File: src/rtl/uart_tx_fifo.sv
`timescale 1ns/1ps
// uart_tx_fifo
//   Buffered UART transmitter. Bytes are accepted into a small FIFO and sent
//   on txd as 8N1 frames (8N2 with STOP_BITS=2). Defining UART_TX_PARITY_EN
//   inserts an even parity bit after the data bits (8E1 / 8E2).
//
// Parameters
//   CLK_PER_BIT     clock cycles per serial bit (>= 2)
//   FIFO_DEPTH_LOG2 log2 of the number of FIFO entries
//   STOP_BITS       1 or 2
//
// Ports
//   clk         system clock, rising edge
//   rst         synchronous active-high reset; aborts any frame, flushes FIFO
//   in_data     byte to transmit
//   in_valid    in_data is valid
//   in_ready    FIFO can accept (count below depth)
//   txd         registered serial output, idles high
//   busy        frame in progress or bytes still queued
//   fifo_count  queued bytes, not counting the one being shifted
//   state_dbg   current FSM state (IDLE=0 START=1 DATA=2 PARITY=3 STOP=4)
//
// Handshake: a byte is taken on any rising edge where in_valid && in_ready.
// in_ready depends only on registered count, never on in_valid, so the
// upstream side may hold in_valid/in_data until it sees the transfer.
//
// Timing: txd is a registered copy of the line level implied by the state
// of the previous cycle, so it trails the state register by one clock.
module uart_tx_fifo #(
  parameter int CLK_PER_BIT     = 868,
  parameter int FIFO_DEPTH_LOG2 = 4,
  parameter int STOP_BITS       = 1
) (
  input  logic                     clk,
  input  logic                     rst,
  input  logic [7:0]               in_data,
  input  logic                     in_valid,
  output logic                     in_ready,
  output logic                     txd,
  output logic                     busy,
  output logic [FIFO_DEPTH_LOG2:0] fifo_count,
  output logic [2:0]               state_dbg
);

  localparam int DEPTH = 1 << FIFO_DEPTH_LOG2;
  localparam int BW    = (CLK_PER_BIT > 1) ? $clog2(CLK_PER_BIT) : 1;
  localparam logic [BW-1:0]              BAUD_LAST  = BW'(CLK_PER_BIT - 1);
  localparam logic [FIFO_DEPTH_LOG2:0]   COUNT_FULL = (FIFO_DEPTH_LOG2 + 1)'(DEPTH);
  localparam logic [2:0]                 STOP_LAST  = 3'(STOP_BITS - 1);

  typedef enum logic [2:0] {
    S_IDLE   = 3'd0,
    S_START  = 3'd1,
    S_DATA   = 3'd2,
`ifdef UART_TX_PARITY_EN
    S_PARITY = 3'd3,
`endif
    S_STOP   = 3'd4
  } state_t;

  logic [7:0]                 mem [DEPTH];
  logic [FIFO_DEPTH_LOG2-1:0] wr_ptr;
  logic [FIFO_DEPTH_LOG2-1:0] rd_ptr;
  logic [FIFO_DEPTH_LOG2:0]   count;

  state_t                     state;
  logic [7:0]                 sh;
  logic [2:0]                 bit_idx;
  logic [BW-1:0]              baud_cnt;
`ifdef UART_TX_PARITY_EN
  logic                       parity_bit;
`endif

  logic       push;
  logic       pop;
  logic       bit_end;
  logic       frame_end;
  logic [7:0] head;

  assign in_ready   = (count != COUNT_FULL);
  assign push       = in_valid && in_ready;
  assign bit_end    = (baud_cnt == BAUD_LAST);
  // The last stop bit finishing; bit_idx counts stop bits while in STOP.
  assign frame_end  = (state == S_STOP) && bit_end && (bit_idx == STOP_LAST);
  // Pop from IDLE, or chain straight into the next frame with no idle gap.
  assign pop        = (count != '0) && ((state == S_IDLE) || frame_end);
  assign head       = mem[rd_ptr];
  assign busy       = (state != S_IDLE) || (count != '0);
  assign fifo_count = count;
  assign state_dbg  = state;

  // FIFO storage: contents need no reset, pointers and count do.
  always_ff @(posedge clk) begin
    if (push) begin
      mem[wr_ptr] <= in_data;
    end
  end

  always_ff @(posedge clk) begin
    if (rst) begin
      wr_ptr <= '0;
      rd_ptr <= '0;
      count  <= '0;
    end else begin
      if (push) begin
        wr_ptr <= wr_ptr + 1'b1;
      end
      if (pop) begin
        rd_ptr <= rd_ptr + 1'b1;
      end
      // A push while full is blocked by in_ready, even if a pop happens.
      case ({push, pop})
        2'b10:   count <= count + 1'b1;
        2'b01:   count <= count - 1'b1;
        default: count <= count;
      endcase
    end
  end

  // Transmit FSM with registered txd.
  always_ff @(posedge clk) begin
    if (rst) begin
      state      <= S_IDLE;
      sh         <= '0;
      bit_idx    <= '0;
      baud_cnt   <= '0;
      txd        <= 1'b1;
`ifdef UART_TX_PARITY_EN
      parity_bit <= 1'b0;
`endif
    end else begin
      case (state)
        S_IDLE: begin
          txd <= 1'b1;
          if (pop) begin
            sh         <= head;
`ifdef UART_TX_PARITY_EN
            parity_bit <= ^head;
`endif
            baud_cnt   <= '0;
            bit_idx    <= '0;
            state      <= S_START;
          end
        end

        S_START: begin
          txd <= 1'b0;
          if (bit_end) begin
            baud_cnt <= '0;
            state    <= S_DATA;
          end else begin
            baud_cnt <= baud_cnt + 1'b1;
          end
        end

        S_DATA: begin
          txd <= sh[0];
          if (bit_end) begin
            baud_cnt <= '0;
            sh       <= {1'b0, sh[7:1]};
            if (bit_idx == 3'd7) begin
              bit_idx <= '0;
`ifdef UART_TX_PARITY_EN
              state   <= S_PARITY;
`else
              state   <= S_STOP;
`endif
            end else begin
              bit_idx <= bit_idx + 1'b1;
            end
          end else begin
            baud_cnt <= baud_cnt + 1'b1;
          end
        end

`ifdef UART_TX_PARITY_EN
        S_PARITY: begin
          txd <= parity_bit;
          if (bit_end) begin
            baud_cnt <= '0;
            state    <= S_STOP;
          end else begin
            baud_cnt <= baud_cnt + 1'b1;
          end
        end
`endif

        S_STOP: begin
          txd <= 1'b1;
          if (bit_end) begin
            baud_cnt <= '0;
            if (bit_idx == STOP_LAST) begin
              bit_idx <= '0;
              if (pop) begin
                sh         <= head;
`ifdef UART_TX_PARITY_EN
                parity_bit <= ^head;
`endif
                state      <= S_START;
              end else begin
                state      <= S_IDLE;
              end
            end else begin
              bit_idx <= bit_idx + 1'b1;
            end
          end else begin
            baud_cnt <= baud_cnt + 1'b1;
          end
        end

        default: begin
          txd   <= 1'b1;
          state <= S_IDLE;
        end
      endcase
    end
  end

endmodule

File: config.mk
export PLATFORM = sky130hd
export DESIGN_NAME = uart_tx_fifo
export DESIGN_NICKNAME = d
export VERILOG_FILES = /design/src/rtl/uart_tx_fifo.sv
export SDC_FILE = /design/constraint.sdc
export NUM_CORES = 1
export LEC_CHECK = 0
export CAP_MARGIN = 20
export CORE_MARGIN = 3
export CORE_UTILIZATION = 23
export CTS_CLUSTER_DIAMETER = 150
export DETAILED_ROUTE_END_ITERATION = 16
export PLACE_DENSITY_LB_ADDON = 0.08
export SLEW_MARGIN = 15
export SYNTH_ARGS = -nofsm -noshare
export SYNTH_HDL_FRONTEND = slang
export SYNTH_SLANG_ARGS = --single-unit
File: constraint.sdc
create_clock -name clk -period 9.96 [get_ports clk]
set_input_delay 1.992 -clock clk [delete_from_list [all_inputs] [get_ports clk]]
set_output_delay 1.992 -clock clk [all_outputs]
set_load 0.005 [all_outputs]
==> flow_summary.json <==
{
  "grt_pass1_wl_um": 26990,
  "crit_fanout": 12,
  "fin_skew_ns": 0.01103,
  "worst_pin_slew_ns": 1.035,
  "yosys_warnings": 0,
  "dieArea_um2": 34400,
  "startpoint_type": "primary input",
  "placed_area_um2": 8014,
  "numCtsBuffers": 17,
  "async_reset_ff_share_pct": 0,
  "total_leakage_power_nw": 2.739,
  "crit_path_end_kind": "register",
  "synth_top_area_share_pct": 51.88,
  "r2r-start": "baud_cnt[0]",
  "overflow": 0,
  "num_antenna_cells": 0,
  "rrSetupSlack_ns": 6.28,
  "ys_types": 63,
  "finalWirelength_um": 17730,
  "path_clk_slew_ns": 0.07,
  "reg2regPathDepth": 13,
  "p_per_area_nw_per_um2": 234.6,
  "seq_area_frac_synth_pct": 63.23,
  "vias": 4106,
  "pin_count": 22,
  "clock-sinks": 170,
  "regArea_um2": 4686,
  "multi_input_area_um2": 2502,
  "ctsHoldBuffers": 0,
  "crit_buf_inv": 3,
  "ant_nets": 0,
  "drive_above_1_share_pct": 14.72,
  "synthTopCellsByArea": "edfxtp_1 52%, dfxtp_1 11%, mux4_1 6.7%",
  "yosys.area.top_type": "edfxtp_1",
  "grt.total_usage_pct": 10.78,
  "postLayoutCellArea_um2": 8602,
  "ir_worst_vdd_uv": 113.9,
  "crit_end": "fifo_count[4]",
  "num_rows": 65,
  "area_delta_synth_final_pct": 16.11,
  "synthCells": 496,
  "cp.required_ns": 10.26,
  "rsz0062_at_grt": "no",
  "cts_tree": "done",
  "synth_flop_cell": "edfxtp_1",
  "min_period_ns": 4.553,
  "cp.depth": 12,
  "n_fill_cell": 3192,
  "clock_latency_ns": 0.44,
  "final_nets": 540,
  "hold_viol_final": 0,
  "htreeDepth": 4,
  "critPathSlowestCell": "or4b_2",
  "clockRootBuffer": "clkbuf_16",
  "grt_max_degree": 33,
  "startpoint": "in_valid",
  "core_um2": 31640,
  "finalSetupTns_ns": 0,
  "worstSetupPathType": "in -> reg",
  "postCtsSetupRepairBufs": 0,
  "grt_pass1_vias": 4226,
  "synth_area_um2": 7408,
  "hp-class": "reg -> reg",
  "place_congestion": 0.7356,
  "arrival_ns": 4.86,
  "max_cap_viol_count": 0,
  "whs_ns": 0.5007,
  "via_per_inst": 4.406,
  "setup_viol": 0,
  "initial_utilization_pct": 23.42,
  "cts_buffer_depth": 2,
  "outcome": "completed",
  "post-route-period-util_pct": 45.72,
  "drcViolationCount": 0,
  "antenna_found_initial": 0,
  "die-height_um": 185.5,
  "syn_nets": 519,
  "slew_viol_final": 0,
  "slowest_delay_ns": 0.60,
  "fmax_mhz": 219.6,
  "relSlewSlack_pct": 30.88,
  "critPathMostFrequentCell": "ha_1",
  "ys_ff_latch": 170,
  "cp_cell_sequence": "clkdlybuf4s50_1 -> a21boi_0 -> buf_4 -> inv_1 -> ha_1 -> xor2_1 -> ha_1 -> o21a_1 -> o21ai_0 -> or4b_2 -> mux2i_1 -> a211oi_1",
  "hpwlAfterDp_um": 11270,
  "port_buffers": 21,
  "die_x_um": 185.5,
  "synth-edff-count": 128,
  "avgSynthCellArea_um2": 14.94,
  "first_pass_iters": 4,
  "path_delay_family": "buffers and inverters",
  "drt_iter0_drc": 177,
  "reg2reg_to": "fifo_count[4]",
  "wl_per_cell_um": 19.02,
  "post_cts_resized": 0
}
flip-flops by register name, indices dropped and copies added, names as in the netlist, named ones only:
name and flops:
wr_ptr 4, fifo_count 5, baud_cnt 10, mem 128
state_dbg 3, bit_idx 3, rd_ptr 4, sh 8
txd 1
synth_stat cells (all sizes together) (9+ instances only):
library cell    n
a21oi          24
edfxtp        128
ha             12
nand2          17
inv            14
xor2           10
buf            19
dfxtp          42
mux4           32
nor2           51
mux2i          10
nor3            9
o21ai          11
placed cells by master, fill, tap and decap left out, types with 3 or more instances in the layout:
| master | instances |
|---|---|
| edfxtp_1 | 128 |
| nor2_1 | 51 |
| dfxtp_1 | 41 |
| a21oi_1 | 24 |
| clkdlybuf4s50_1 | 21 |
| mux4_1 | 19 |
| clkbuf_16 | 17 |
| nand2_1 | 16 |
| inv_1 | 13 |
| mux4_2 | 13 |
| ha_1 | 12 |
| xor2_1 | 10 |
| o21ai_0 | 10 |
| mux2i_1 | 10 |
| nand3_1 | 8 |
| xnor2_1 | 8 |
| mux2_2 | 8 |
| a221oi_1 | 8 |
| buf_4 | 8 |
| nand2b_1 | 7 |
| o31ai_1 | 7 |
| nor3_1 | 6 |
| nand4_1 | 6 |
| inv_6 | 6 |
| or3_1 | 5 |
| inv_8 | 5 |
| a211oi_1 | 4 |
| a31oi_1 | 4 |
| o211ai_1 | 4 |
| nor3_2 | 3 |
| and2_1 | 3 |
| and3_1 | 3 |
| maj3_1 | 3 |
| clkinv_8 | 3 |
layer usage:
metal	wire length, um	global-route usage (%)	vias to the layer above	share of wire [%]
li1	-	-	1987	-
met1	8590	14.40	2057	48
met2	8391	17.65	50	47
met3	530	2.247	12	3.0
met4	216	3.421	0	1.2
met5	0	0	-	0
how the worst min path moves through the flow:
stage,startpoint,endpoint,cells past startpoint
2_1_floorplan,sh[7],sh[7],2
3_3_place_gp,sh[7],sh[7],2
3_5_place_dp,sh[7],sh[7],2
4_1_cts,sh[7],sh[7],2
5_1_grt,sh[7],sh[7],2
6_report,sh[7],sh[7],2
tightest hold or removal path, delay by kind of cell (launching register included):
kind	cells	cell delay [ns]
DFF	1	0.32
AOI/OAI and AO/OA	1	0.07
and+or+nand+nor	1	0.06
cell type report:
| cell class | instances | area share (%) |
|---|---|---|
| clock buffer | 17 | 4.945 |
| tap | 402 | 5.847 |
| inverter | 14 | 0.6109 |
| multi-input combinational | 285 | 29.09 |
| timing repair buffer | 29 | 3.142 |
| clock inverter | 15 | 1.891 |
| sequential | 170 | 54.47 |
cell families (layout without fill, tap and decap cells):
| logic type | Yosys count | count (layout) | share of synthesized area [%] |
|---|---|---|---|
| DFF | 170 | 170 | 63.23 |
| and+or+nand+nor | 126 | 126 | 9.036 |
| adders and majority gates | 15 | 15 | 2.432 |
| buffers and inverters | 41 | 75 | 3.057 |
| muxes | 50 | 50 | 13.26 |
| AOI/OAI and AO/OA | 76 | 76 | 6.857 |
| xor gates and xnor gates | 18 | 18 | 2.128 |
where the power goes:
part           internal, mW  switching [mW]  total, mW
Clock                 0.339           0.329      0.668
Combinational         0.224           0.275      0.499
Sequential            0.808          0.0432      0.851
through the flow:
stage / total power [mW] / utilization [%] / setup slack [ns] / cells
CTS: 2.060 / 27.19 / 5.419 / 932
detailed placement: 1.380 / 25.33 / 4.972 / 900
global route: 2.139 / 27.19 / 5.163 / 932
finish: 2.018 / 27.19 / 5.407 / 932
global placement: 1.381 / 25.33 / 5.004 / 900
floorplan: 1.223 / - / 5.470 / 496
Note: power is estimated with default switching activity, not from simulation.
